==> src/rtl/bc_control_unit.sv <==
// Timing/control sequencer for the basic computer: decodes (sequence, R, I, IR) into strobes.
// Define BC_INTERRUPT_EN to build the interrupt cycle and the I/O instruction group.
module bc_control_unit #(
  parameter int unsigned TLimit = 7
) (
  input  logic        clk_i,
  input  logic        reset_i,
  input  logic        start_i,
  input  logic [3:0]  sequence_i,
  input  logic [15:0] ir_i,
  input  logic        ac_msb_i,
  input  logic        ac_zero_i,
  input  logic        dr_zero_i,
  input  logic        e_bit_i,
  input  logic        fgi_i,
  input  logic        fgo_i,
  output logic        sc_inc_o,
  output logic        sc_clr_o,
  output logic        ar_ld_o,
  output logic        ar_inc_o,
  output logic        ar_clr_o,
  output logic        pc_ld_o,
  output logic        pc_inc_o,
  output logic        pc_clr_o,
  output logic        dr_ld_o,
  output logic        dr_inc_o,
  output logic        ac_ld_o,
  output logic        ac_inc_o,
  output logic        ac_clr_o,
  output logic        ir_ld_o,
  output logic        tr_ld_o,
  output logic        mem_read_o,
  output logic        mem_write_o,
  output logic [2:0]  bus_sel_o,
  output logic [2:0]  alu_op_o,
  output logic        e_clr_o,
  output logic        e_cmp_o,
  output logic        fgi_clr_o,
  output logic        fgo_clr_o,
  output logic        s_flag_o,
  output logic        r_flag_o,
  output logic        ien_o,
  output logic        err_o
);

  localparam logic [2:0] BusNone = 3'd0;
  localparam logic [2:0] BusAr   = 3'd1;
  localparam logic [2:0] BusPc   = 3'd2;
  localparam logic [2:0] BusDr   = 3'd3;
  localparam logic [2:0] BusAc   = 3'd4;
  localparam logic [2:0] BusIr   = 3'd5;
  localparam logic [2:0] BusMem  = 3'd7;
  localparam logic [2:0] AluAnd  = 3'd0;
  localparam logic [2:0] AluAdd  = 3'd1;
  localparam logic [2:0] AluDr   = 3'd2;
  localparam logic [2:0] AluCma  = 3'd4;
  localparam logic [2:0] AluCir  = 3'd5;
  localparam logic [2:0] AluCil  = 3'd6;
  localparam logic [2:0] OpIo    = 3'd7;
  localparam logic [4:0] TLim    = 5'(TLimit);
`ifdef BC_INTERRUPT_EN
  localparam logic [2:0] BusTr   = 3'd6;
  localparam logic [2:0] AluInpr = 3'd3;
`endif

  logic        s_q, s_d;
  logic        i_q, i_d;
  logic        err_q, err_d;
  logic        r_q, ien_q;
`ifdef BC_INTERRUPT_EN
  logic        r_d, ien_d;
`endif
  logic        run;
  logic        guard;
  logic [2:0]  op;
  logic [11:0] ib;

  assign op    = ir_i[14:12];
  assign ib    = ir_i[11:0];
  // Reset overrides the run flag combinationally so the counter is held clear during reset.
  assign run   = s_q & ~reset_i;
  assign guard = {1'b0, sequence_i} >= TLim;

  always_comb begin
    sc_clr_o    = 1'b0;
    ar_ld_o     = 1'b0;
    ar_inc_o    = 1'b0;
    ar_clr_o    = 1'b0;
    pc_ld_o     = 1'b0;
    pc_inc_o    = 1'b0;
    pc_clr_o    = 1'b0;
    dr_ld_o     = 1'b0;
    dr_inc_o    = 1'b0;
    ac_ld_o     = 1'b0;
    ac_inc_o    = 1'b0;
    ac_clr_o    = 1'b0;
    ir_ld_o     = 1'b0;
    tr_ld_o     = 1'b0;
    mem_read_o  = 1'b0;
    mem_write_o = 1'b0;
    bus_sel_o   = BusNone;
    alu_op_o    = AluAnd;
    e_clr_o     = 1'b0;
    e_cmp_o     = 1'b0;
    s_d         = s_q;
    i_d         = i_q;
    err_d       = err_q;
`ifdef BC_INTERRUPT_EN
    fgi_clr_o   = 1'b0;
    fgo_clr_o   = 1'b0;
    r_d         = r_q;
    ien_d       = ien_q;
`endif
    if (start_i) s_d = 1'b1;

    if (!run) begin
      sc_clr_o = 1'b1;
    end else if (guard) begin
      sc_clr_o = 1'b1;
      err_d    = 1'b1;
`ifdef BC_INTERRUPT_EN
    end else if (r_q) begin
      case (sequence_i)
        4'd0: begin
          ar_clr_o  = 1'b1;
          tr_ld_o   = 1'b1;
          bus_sel_o = BusPc;
        end
        4'd1: begin
          mem_write_o = 1'b1;
          pc_clr_o    = 1'b1;
          bus_sel_o   = BusTr;
        end
        4'd2: begin
          pc_inc_o = 1'b1;
          sc_clr_o = 1'b1;
          ien_d    = 1'b0;
          r_d      = 1'b0;
        end
        default: ;
      endcase
`endif
    end else begin
      case (sequence_i)
        4'd0: begin
          ar_ld_o   = 1'b1;
          bus_sel_o = BusPc;
        end
        4'd1: begin
          ir_ld_o    = 1'b1;
          pc_inc_o   = 1'b1;
          mem_read_o = 1'b1;
          bus_sel_o  = BusMem;
        end
        4'd2: begin
          ar_ld_o   = 1'b1;
          bus_sel_o = BusIr;
          i_d       = ir_i[15];
        end
        4'd3: begin
          if (op != OpIo) begin
            if (i_q) begin
              ar_ld_o    = 1'b1;
              mem_read_o = 1'b1;
              bus_sel_o  = BusMem;
            end
          end else if (!i_q) begin
            // Register-reference group: several bits may be set at once.
            sc_clr_o = 1'b1;
            ac_clr_o = ib[11];
            e_clr_o  = ib[10];
            if (ib[9]) begin
              ac_ld_o  = 1'b1;
              alu_op_o = AluCma;
            end
            e_cmp_o = ib[8];
            if (ib[7]) begin
              ac_ld_o  = 1'b1;
              alu_op_o = AluCir;
            end
            if (ib[6]) begin
              ac_ld_o  = 1'b1;
              alu_op_o = AluCil;
            end
            ac_inc_o = ib[5];
            pc_inc_o = (ib[4] & ~ac_msb_i) | (ib[3] & ac_msb_i) |
                       (ib[2] & ac_zero_i) | (ib[1] & ~e_bit_i);
            if (ib[0]) s_d = 1'b0;
          end else begin
            sc_clr_o = 1'b1;
`ifdef BC_INTERRUPT_EN
            if (ib[11]) begin
              ac_ld_o   = 1'b1;
              alu_op_o  = AluInpr;
              fgi_clr_o = 1'b1;
            end
            fgo_clr_o = ib[10];
            pc_inc_o  = (ib[9] & fgi_i) | (ib[8] & fgo_i);
            if (ib[7]) ien_d = 1'b1;
            if (ib[6]) ien_d = 1'b0;
`endif
          end
        end
        4'd4: begin
          case (op)
            3'd0, 3'd1, 3'd2, 3'd6: begin
              dr_ld_o    = 1'b1;
              mem_read_o = 1'b1;
              bus_sel_o  = BusMem;
            end
            3'd3: begin
              mem_write_o = 1'b1;
              bus_sel_o   = BusAc;
              sc_clr_o    = 1'b1;
            end
            3'd4: begin
              pc_ld_o   = 1'b1;
              bus_sel_o = BusAr;
              sc_clr_o  = 1'b1;
            end
            3'd5: begin
              mem_write_o = 1'b1;
              ar_inc_o    = 1'b1;
              bus_sel_o   = BusPc;
            end
            default: ;
          endcase
        end
        4'd5: begin
          case (op)
            3'd0: begin
              ac_ld_o  = 1'b1;
              alu_op_o = AluAnd;
              sc_clr_o = 1'b1;
            end
            3'd1: begin
              ac_ld_o  = 1'b1;
              alu_op_o = AluAdd;
              sc_clr_o = 1'b1;
            end
            3'd2: begin
              ac_ld_o  = 1'b1;
              alu_op_o = AluDr;
              sc_clr_o = 1'b1;
            end
            3'd5: begin
              pc_ld_o   = 1'b1;
              bus_sel_o = BusAr;
              sc_clr_o  = 1'b1;
            end
            3'd6: dr_inc_o = 1'b1;
            default: ;
          endcase
        end
        4'd6: begin
          if (op == 3'd6) begin
            mem_write_o = 1'b1;
            bus_sel_o   = BusDr;
            pc_inc_o    = dr_zero_i;
            sc_clr_o    = 1'b1;
          end
        end
        default: ;
      endcase
    end

`ifdef BC_INTERRUPT_EN
    // Interrupt request is only latched outside the fetch window T0..T2.
    if (run && (sequence_i > 4'd2) && ien_q && (fgi_i || fgo_i)) r_d = 1'b1;
`endif
  end

  assign sc_inc_o = run & ~sc_clr_o;

  always_ff @(posedge clk_i) begin
    if (reset_i) begin
      s_q   <= 1'b0;
      i_q   <= 1'b0;
      err_q <= 1'b0;
    end else begin
      s_q   <= s_d;
      i_q   <= i_d;
      err_q <= err_d;
    end
  end

`ifdef BC_INTERRUPT_EN
  always_ff @(posedge clk_i) begin
    if (reset_i) begin
      r_q   <= 1'b0;
      ien_q <= 1'b0;
    end else begin
      r_q   <= r_d;
      ien_q <= ien_d;
    end
  end
`else
  logic unused_flags;
  assign unused_flags = fgi_i ^ fgo_i;
  assign r_q       = 1'b0;
  assign ien_q     = 1'b0;
  assign fgi_clr_o = 1'b0;
  assign fgo_clr_o = 1'b0;
`endif

  assign s_flag_o = s_q;
  assign r_flag_o = r_q;
  assign ien_o    = ien_q;
  assign err_o    = err_q;

endmodule

==> config.mk <==
export PLATFORM = sky130hd
export DESIGN_NAME = bc_control_unit
export DESIGN_NICKNAME = d
export VERILOG_FILES = /design/src/rtl/bc_control_unit.sv
export SDC_FILE = /design/constraint.sdc
export NUM_CORES = 1
export LEC_CHECK = 0
export ABC_AREA = 0
export CAP_MARGIN = 20
export CORE_ASPECT_RATIO = 1.75
export CORE_MARGIN = 4
export CORE_UTILIZATION = 33
export DETAILED_ROUTE_END_ITERATION = 7
export HOLD_SLACK_MARGIN = 0.12
export PLACE_DENSITY = 0.8
export SLEW_MARGIN = 25
export SYNTH_ARGS = -nofsm -noshare
export SYNTH_HDL_FRONTEND = slang
export SYNTH_SLANG_ARGS = --single-unit
==> constraint.sdc <==
create_clock -name clk_i -period 2.5 [get_ports clk_i]
set_input_delay 0.5 -clock clk_i [delete_from_list [all_inputs] [get_ports clk_i]]
set_output_delay 0.5 -clock clk_i [all_outputs]
set_load 0.02 [all_outputs]
=== Word-level counts from Yosys, hierarchy flattened ===
Index checks and enable logic that the tools add are counted.

* Magnitude comparators: 1
* Equality and inequality tests: 13
* Mux-type cells: 96
* Bitwise operators: 14
* Reduce and logical (&&, ||, !) cells: 10

{| class="wikitable"
|+ Operator list
! cell !! count
|-
| two-way mux 1 bit || 73
|-
| two-way mux 3 bit || 11
|-
| case mux 3 bit (7 select lines) || 1
|-
| equality test 4 x 3 -> 1 bit (second input constant) || 3
|-
| case mux 3 bit (4 select lines) || 1
|-
| equality test 3 bit (second input constant) || 3
|-
| equality test 4 x 2 -> 1 bit (second input constant) || 2
|-
| case mux 1 bit (2 select lines) || 4
|-
| OR reduction 4 bit || 2
|-
| AND 1 bit || 6
|-
| equality test 3 x 2 -> 1 bit (second input constant) || 2
|-
| case mux 1 bit (3 select lines) || 2
|-
| case mux 3 bit (2 select lines) || 1
|-
| OR reduction 2 bit || 3
|-
| NOT 1 bit || 5
|-
| equality test 4 x 1 -> 1 bit (second input constant) || 1
|-
| greater-or-equal comparator 4 x 3 -> 1 bit (second input constant) || 1
|-
| logical NOT 4 bit || 1
|-
| case mux 1 bit (4 select lines) || 1
|-
| case mux 2 bit (2 select lines) || 1
|-
| equality test 3 x 1 -> 1 bit (second input constant) || 1
|-
| logical NOT 3 bit || 1
|-
| != test 3 bit (second input constant) || 1
|-
| bitwise OR 1 bit || 3
|-
| 4 further kinds || 4
|}

* Flip-flop bits (word level): 3
* Input bits: 29

=== Longest topological paths before layout ===
Gate-level depths: netlist (run 1).

* Depth after elaboration: 10
* Depth in mapped cells: 5

=== Worst setup path after synthesis (run 1) ===
Ideal clock, no wire load.

* Path kind: input-to-output
* From: input port sequence_i[2]
* To: output port pc_ld_o
* Data arrival time: 1.952 ns
* Data required time: 2.000 ns
* Slack: 0.048 ns
* Stages: 4
* Buffers on the path: 1
* Cell sequence: a31o_1 > or3b_1 > buf_2 > nor4_1

* Cells in the longest elaborated chain, start to end: 4
* Elaborated cells on any way between the ends: 6

{| class="wikitable"
|+ Ends and longest elaborated chain
! what !! line !! source
|-
| from (decl) || 9 || <nowiki>input logic [3:0] sequence_i,</nowiki>
|-
| equality test 4 x 3 -> 1 bit || 144 || <nowiki>case (sequence_i)</nowiki>
|-
| case mux 1 bit (2 select lines) || 144 ||
|-
| two-way mux 1 bit (*) || 118 || <nowiki>end else if (guard) begin</nowiki>
|-
| two-way mux 1 bit (*) || 116 || <nowiki>if (!run) begin</nowiki>
|-
| to (decl) || 22 || <nowiki>output logic pc_ld_o,</nowiki>
|}

Mark *: on every way between the ends. The rest lies on a longest branch, timed or not.

=== Worst setup path after layout (run 1) ===
* From: input port sequence_i[0]
* To: output port alu_op_o[2]

* Cells in the longest elaborated chain, start to end: 4
* Elaborated cells on any way between the ends: 6

{| class="wikitable"
|+ Ends and longest elaborated chain
! what !! line !! source
|-
| equality test 4 x 3 -> 1 bit or equality test 4 x 2 -> 1 bit (tied branches) || 144 ||
|-
| case mux 3 bit (2 select lines) || 144 ||
|-
| two-way mux 3 bit (*) || 118 ||
|-
| two-way mux 3 bit (*) || 116 ||
|-
| to (decl) || 35 || <nowiki>output logic [2:0] alu_op_o,</nowiki>
|}

Marks and branches as above.

==> metrics.txt, run 1 <==
Synth area leaders=dfxtp_1 (7.8%), buf_4 (6.8%), a21oi_1 (6.5%); Die Wd=44.5 microns; largest net degree at the start of global routing=13; crit-path max FO=7; WL final=3.31 mm; Initial Utilization=0.354; Yosys top cell area share=0.0780; element type at the critical path end=primary output; vias post-DR=1163; top cells by count, synth=a21oi_1 (10), nand2_1 (10), nor2_1 (9); Reg clk slew, reported paths=0.05 ns; Place WS=-0.841 ns; Synth cell types=40; CTS Buf Count=3; DRT antenna net count=0; # IOs=60; Post-synth EDFFs=0; area of the core=2170 sq um; WL per Instance=15.6 microns; standard-cell rows=22; yosys warns=0; H-tree lvl count=1; flops & latches, synth=3; post-route setup TNS=0 ns; ANT cells=0; sequential fraction of the synthesis area=0.0780; Setup violations, final=0; Post-Syn Area per Cell=6.75 sq um; DIE AREA=3200 sq um; die height=71.9 microns; Vias per Instance=5.46; Clock Tree Root=clkbuf_4; Startpoint Class=primary input; worst skew pair latency=0.26 ns; Static Leakage=0.657 nW; Max-Cap Viols=0; Peak supply drop=245 uV; fmax=407 MHz; Area Overhead vs Synth=99.0%; PD cells=216 nW/um^2; Tcrit/Tclk final=0.983; # port buffers=50; Worst Path Class, Setup=in -> out; fin. max-slew vios=0; final estimated routing congestion in global placement=0.882; drt drc=0; clk_skew=0.00980 ns; GR Overflow Total=0; dpl hpwl=2.56 mm; final setup margin=0.0436 ns; CTS tree=done; Clock Path Buffers=2; fraction of registers with async set/reset=0; post-synth top area cell=dfxtp_1; Data arrival, critical path=1.96 ns; Layout Nets=219; Syn Std Cell Area=769 sq um; clk sink count=3; first-pass GRT wire length=4.96 mm; total track usage=0.202; initial antenna violation count=0; crit path time final=2.46 ns; status=finished, final reports clean; share of layout cells above drive strength 1=0.407; critical path required time=2.00 ns; Detailed Routing Iterations Pass 1=4; Top FF cell, synth=dfxtp_1; final design utilization=0.704; number of global-route vias before repair=1184; DRT iter0 DRCs=15; Hold Crit Class=reg -> reg; Synth Instances=114; Final Hold Fails=0
-- metrics by stage --
| stage | cell area (sq um) | instances | power [mW] | hold slack (ns) |
|---|---|---|---|---|
| after floorplan | 792 | 120 | 0.131 | 0.568 |
| after global placement | 1460 | 208 | 0.213 | 0.468 |
| after detailed placement | 1460 | 208 | 0.217 | 0.476 |
| after CTS | 1510 | 212 | 0.325 | 0.492 |
| after global routing | 1530 | 213 | 0.352 | 0.544 |
| final | 1530 | 213 | 0.330 | 0.507 |
-- state kept, by name (all words and copies together), names as in the netlist --
signal,flops
err_o,1
i_q,1
s_flag_o,1
-- worst max-delay path, stage by stage --
cell and delay (ns):
buf_6 0.10, a31o_1 0.23, or3b_4 0.41, nor4_4 0.25, buf_4 0.18, o31a_1 0.16, buf_6 0.12
-- report_power, final --
part | internal [mW] | leakage, nW | switching (mW)
Combinational | 0.0945 | 0.618 | 0.0871
Clock | 0.0605 | 0.0150 | 0.0359
Sequential | 0.0505 | 0.0247 | 0.00159
-- worst paths after layout --
path	from	to	slack (ns)	depth (start not counted)
setup / recovery	sequence_i[0]	alu_op_o[2]	0.04	7
hold / removal	err_o	err_o	0.51	2
setup reg to reg	s_flag_o	i_q	0.90	5
hold reg to reg	err_o	err_o	0.51	2
-- repair_timing --
item / in CTS / in global routing
gates resized for setup: 128 / 19
hold buffers: 0 / 0
pin swaps: 4 / 3
buffers inserted: 0 / 1
setup endpoints to repair: 22 / 16
-- cell families (layout without fill, tap and decap cells) --
group,Yosys count,after routing,synth area share
and+or+nand+nor,60,60,0.488
AOI/OAI and AO/OA,31,31,0.275
buffers and inverters,16,85,0.115
muxes,3,3,0.0390
DFF,3,3,0.0781
other,1,7,0.00487
-- per-layer routing --
metal	vias to the layer above	wire length, microns	GRT usage
li1	560	-	-
met1	545	1050	0.179
met2	46	1980	0.395
met3	12	140	0.0201
met4	0	144	0.131
met5	-	0	0
-- cell type report --
cell class,count,area (sq um)
inverters,1,3.75
multi-input cells,101,758
flip-flops and latches,3,60.1
repair buffers,80,653
clock buffers,4,26.3
fillers,180,643
well taps,24,30.0
-- placed cells by master (no fill, tap or decap), types with 4 or more instances in the layout --
master | Yosys | layout
buf_4 | 7 | 36
clkdlybuf4s50_1 | 0 | 20
nand2_1 | 10 | 10
buf_2 | 1 | 10
nor2_1 | 9 | 9
a21oi_1 | 10 | 7
nand2b_1 | 8 | 7
conb_1 | 1 | 7
o21a_1 | 6 | 6
buf_6 | 0 | 6
nand3b_1 | 4 | 4
nand3_1 | 4 | 4
nor4_4 | 1 | 4
and2_1 | 4 | 4
(Power assumes the default switching activity.)
==> inputs of run 2 (changes only) <==
CAP_MARGIN = default   (was 20)
==> results of run 2 <==
The final DEF is identical to that of run 1; final timing and power are the same.
